`src/rtl/mul_sequencer.sv`:
```
// Multi-cycle radix-2 shift-add MUL controller for the EX stage.
// Stalls the pipeline while iterating and pulses done_o with the low XLEN product bits.
module mul_sequencer #(
  parameter int XLEN = 32
) (
  input  logic            clk_i,
  input  logic            rst_i,
  input  logic            valid_i,
  input  logic [2:0]      ALUCtrl_i,
  input  logic            flush_i,
  input  logic [XLEN-1:0] rs1_data_i,
  input  logic [XLEN-1:0] rs2_data_i,
  output logic            stall_o,
  output logic            busy_o,
  output logic            done_o,
  output logic [XLEN-1:0] result_o
);

  localparam int CW = $clog2(XLEN) + 1;
  localparam logic [2:0] ALU_MUL = 3'b101;

  typedef enum logic [1:0] {IDLE, BUSY, DONE} state_t;

  state_t          state_q, state_d;
  logic [XLEN-1:0] acc, mcand, mplier, acc_nxt;
  logic [CW-1:0]   count;
  logic            start, last_iter;

  // One shift-add iteration; carries beyond XLEN bits are dropped.
  function automatic logic [XLEN-1:0] add_step(input logic [XLEN-1:0] a,
                                               input logic [XLEN-1:0] m,
                                               input logic            bit0);
    add_step = bit0 ? (a + m) : a;
  endfunction

  assign start     = valid_i && (ALUCtrl_i == ALU_MUL) && !flush_i;
  assign last_iter = (count == CW'(XLEN - 1));
  assign acc_nxt   = add_step(acc, mcand, mplier[0]);

  always_ff @(posedge clk_i) begin
    if (!rst_i) state_q <= IDLE;
    else        state_q <= state_d;
  end

  // DONE never looks at start, so the MUL still sitting in EX cannot restart.
  always_comb begin
    state_d = state_q;
    stall_o = 1'b0;
    busy_o  = 1'b0;
    done_o  = 1'b0;
    case (state_q)
      IDLE: begin
        stall_o = start;
        if (start) state_d = BUSY;
      end
      BUSY: begin
        stall_o = 1'b1;
        busy_o  = 1'b1;
        if (flush_i)        state_d = IDLE;
        else if (last_iter) state_d = DONE;
      end
      DONE: begin
        done_o  = 1'b1;
        state_d = IDLE;
      end
      default: state_d = IDLE;
    endcase
  end

  always_ff @(posedge clk_i) begin
    if (!rst_i) begin
      acc      <= '0;
      mcand    <= '0;
      mplier   <= '0;
      count    <= '0;
      result_o <= '0;
    end else begin
      case (state_q)
        IDLE: begin
          if (start) begin
            mcand  <= rs1_data_i;
            mplier <= rs2_data_i;
            acc    <= '0;
            count  <= '0;
          end
        end
        BUSY: begin
          if (!flush_i) begin
            acc    <= acc_nxt;
            mcand  <= mcand << 1;
            mplier <= mplier >> 1;
            count  <= count + CW'(1);
            if (last_iter) result_o <= acc_nxt;
          end
        end
        default: ;
      endcase
    end
  end

endmodule

```
`config.mk`:
```
export PLATFORM = sky130hd
export DESIGN_NAME = mul_sequencer
export DESIGN_NICKNAME = d
export VERILOG_FILES = /design/src/rtl/mul_sequencer.sv
export SDC_FILE = /design/constraint.sdc
export NUM_CORES = 1
export LEC_CHECK = 0
export BUFFER_PORTS_ARGS = -buffer_cell sky130_fd_sc_hd__buf_2
export CAP_MARGIN = 15
export CORE_ASPECT_RATIO = 1.1
export CORE_UTILIZATION = 35
export CTS_CLUSTER_SIZE = 20
export DETAILED_ROUTE_END_ITERATION = 16
export GPL_TIMING_DRIVEN = 0
export HOLD_SLACK_MARGIN = 0.12
export PLACE_DENSITY_LB_ADDON = 0.15
export SYNTH_ARGS = -nofsm -noshare
export SYNTH_HDL_FRONTEND = slang
export SYNTH_SLANG_ARGS = --single-unit
export TNS_END_PERCENT = 1
```
`constraint.sdc`:
```
create_clock -name clk_i -period 5.3 [get_ports clk_i]
set_input_delay 1.59 -clock clk_i [delete_from_list [all_inputs] [get_ports clk_i]]
set_output_delay 1.59 -clock clk_i [all_outputs]
set_load 0.005 [all_outputs]
```
==> out/qor.yml <==
run_status:
  status: "finished clean"
yosys:
  synth_edf_count: 0
  syn_area_per_cell_sq_um: 8.32
  syn-num-nets: 993
  yosysWarnings: 0
  seq_area_frac_synth_pct: 36.8
  ys_types: 68
  ys_ff_latch: 136
  async_reset_ff_share_pct: 0
  synth_area_sq_um: 7400
  ys.flop_type: "dfxtp_1"
  synthCells: 889
worst_setup_path:
  crit_type: "input pin to output pin"
  worstSetupEndpointType: "output pin"
  cp.arrival_ns: 2.39
  critPathLaunchType: "input pin"
  cp_max_fo: 3
  rr_worst_depth: 7
  required_ns: 3.71
floorplan:
  core_area_sq_um: 20600
  row_count: 55
  fp.dieW_um: 141
  die_y_um: 155
  die_area_sq_um: 21700
  initial_utilization_pct: 35.8
  pin_count: 106
global_routing:
  overflow: 0
  antenna_found_initial: 0
  grt.total_usage_pct: 21.4
  grt_pass1_vias: 6534
  grt_max_degree: 17
  grt_pass1_wl_um: 35700
placement:
  gp_congestion: 0.920
  dp_hpwl_um: 17000
  port_buffers: 104
cts:
  clock_latency_ns: 0.43
  clk_pin_slew_worst_paths_ns: 0.06
  postCtsSetupRepairBufs: 0
  cts_resized: 0
  cts-buffers-inserted: 17
  clock-root-buffer: "clkbuf_16"
  cts.sink_count: 136
  cts_tree: "built"
  htree_levels: 4
  ctsHoldBuffers: 0
  cts_buffer_depth: 2
pwr:
  ir_drop_uv: 199
  power-per-cell-area_nw_per_um2: 261
  p_leak_nw: 3.53
timing:
  min_period_ns: 3.98
  finalMaxSlewViolations: 0
  setup_violations: 0
  hold_violations: 0
  worst_clock_skew_ns: 0.00950
  fmaxAchievable_mhz: 251
  worst_pin_slew_ns: 0.944
  fin_crit_sh_pct: 75.1
  tns_ns: 0
  rsz0062_at_grt: "false"
  slew_headroom_pct: 36.8
finish:
  final_util_pct: 42.7
  final_nets: 1116
  antenna-diode-count: 0
  area_growth_pct: 19.1
  layout-drive-gt1-share_pct: 16.2
route:
  drtIter0Drc: 406
  drc: 0
  num_vias: 6853
  dr.pass1.iters: 7
  antenna_left: 0
  routedWlPerCell_um: 18.2
  routed_wl_um: 23300
  routed_via_density: 5.35
worst_hold_path:
  hold_path_depth: 2
  hp-class: "flip-flop to flip-flop"
job:
  maxCapViolCount: 0
==> cell usage after synthesis (2+ instances only) <==
| cell type | n | share of area, % |
|---|---|---|
| nand2_1 | 137 | 6.9 |
| dfxtp_1 | 136 | 37 |
| a21boi_0 | 72 | 7.3 |
| a22oi_1 | 63 | 6.4 |
| clkbuf_1 | 51 | 2.6 |
| a21oi_1 | 46 | 3.1 |
| nor2_1 | 42 | 2.1 |
| o21ai_0 | 39 | 2.6 |
| nand3_1 | 36 | 2.4 |
| ha_1 | 32 | 5.4 |
| and2_1 | 15 | 1.3 |
| xor2_1 | 15 | 1.8 |
| o211a_1 | 14 | 1.9 |
| o21ai_1 | 14 | 0.95 |
| xnor2_1 | 13 | 1.5 |
| a21boi_1 | 11 | 1.1 |
| nand4_1 | 11 | 0.93 |
| nor2b_1 | 10 | 0.85 |
| nor3_1 | 10 | 0.68 |
| inv_1 | 9 | 0.46 |
| mux2i_1 | 9 | 1.2 |
| o211ai_1 | 7 | 0.71 |
| a21o_1 | 6 | 0.61 |
| buf_2 | 6 | 0.41 |
| a21oi_2 | 5 | 0.59 |
| nand2b_1 | 5 | 0.42 |
| or3_1 | 5 | 0.42 |
| nor3b_1 | 4 | 0.41 |
| o21a_1 | 4 | 0.41 |
| o21bai_1 | 4 | 0.41 |
| a211oi_2 | 3 | 0.51 |
| a31oi_1 | 3 | 0.25 |
| and3_1 | 3 | 0.25 |
| buf_1 | 3 | 0.15 |
| buf_6 | 3 | 0.46 |
| nor4_1 | 3 | 0.25 |
| o22ai_1 | 3 | 0.25 |
| a211o_1 | 2 | 0.24 |
| a211oi_1 | 2 | 0.20 |
| a31o_2 | 2 | 0.24 |
| o21ai_2 | 2 | 0.24 |
| o2bb2ai_1 | 2 | 0.24 |
| o31ai_1 | 2 | 0.20 |
==> worst paths after layout <==
path / from / to / slack [ns]
setup / recovery: flush_i / stall_o / 1.32
hold reg to reg: result_o[13] / result_o[13] / 0.45
hold / removal: result_o[13] / result_o[13] / 0.45
setup reg to reg: state_q[1] / result_o[31] / 2.28
==> cell type report <==
type / instances / area [sq um]
multi-input cells: 679 / 4370
well taps: 256 / 320
fillers: 2152 / 11800
clock buffers: 18 / 439
inverters: 10 / 37.5
plain buffers: 64 / 275
flip-flops and latches: 136 / 2720
repair buffers: 104 / 520
clock inverters: 14 / 136
==> kinds of logic after synthesis <==
logic type	count (synthesis)	share of synthesized area, %
AO/OA/AOI/OAI	318	30.3
XOR/XNOR	28	3.31
adder cells (fa/ha/maj)	33	5.68
buffers and inverters	74	4.23
flip-flops	136	36.8
multiplexers	13	1.91
AND/OR/NAND/NOR	287	17.8
==> metrics by stage <==
step / setup slack [ns] / std cells / hold WS (ns) / power (mW) / cell area [sq um]
global route: 1.24 / 1281 / 0.488 / 2.37 / 8820
floorplan: 1.59 / 889 / 0.444 / 1.10 / 7400
finish: 1.32 / 1281 / 0.452 / 2.30 / 8820
global placement: 1.04 / 1249 / 0.440 / 1.15 / 8240
CTS: 1.32 / 1281 / 0.455 / 2.32 / 8820
detailed placement: 1.01 / 1249 / 0.445 / 1.15 / 8240
==> state kept, by name, indices dropped and copies added, names as in the netlist <==
name,cells
mcand,32
state_q,2
mplier,32
count,6
result_o,32
acc,32
==> per-layer routing <==
metal | track usage (%) | wire length [um]
met2 | 36.0 | 11000
met3 | 4.12 | 1050
met5 | 0 | 0
met4 | 5.95 | 395
met1 | 27.9 | 10800
==> critical path: stages <==
cell and delay (ns):
buf_2 0.11, nor4bb_1 0.35, a21oi_1 0.12, nor2_1 0.11, buf_2 0.12
==> cells in the final DEF, fill, tap and decap left out, types with 4 or more instances in the layout <==
master / instances
nand4_1: 11
nor2b_1: 10
nor2_1: 42
o21ai_1: 14
a22oi_1: 63
a21o_1: 6
clkbuf_1: 51
or3_1: 5
nand2b_1: 5
o21ai_0: 39
inv_1: 9
a21oi_2: 5
ha_1: 32
o211ai_1: 7
nor3b_1: 4
inv_6: 7
dfxtp_1: 136
xor2_1: 15
o21a_1: 4
buf_2: 110
a21boi_0: 72
and2_1: 15
a21oi_1: 46
mux2i_1: 9
a21boi_1: 11
xnor2_1: 13
clkbuf_16: 17
nand2_1: 137
nor3_1: 10
o211a_1: 14
nand3_1: 36
o21bai_1: 4
==> power breakdown <==
group          switching (mW)  internal [mW]  leakage, nW
Clock                   0.508          0.669        0.275
Sequential            0.00489           1.03         1.10
Combinational          0.0552         0.0400         2.16
Total                   0.568           1.74         3.53
(Power assumes the default switching activity.)
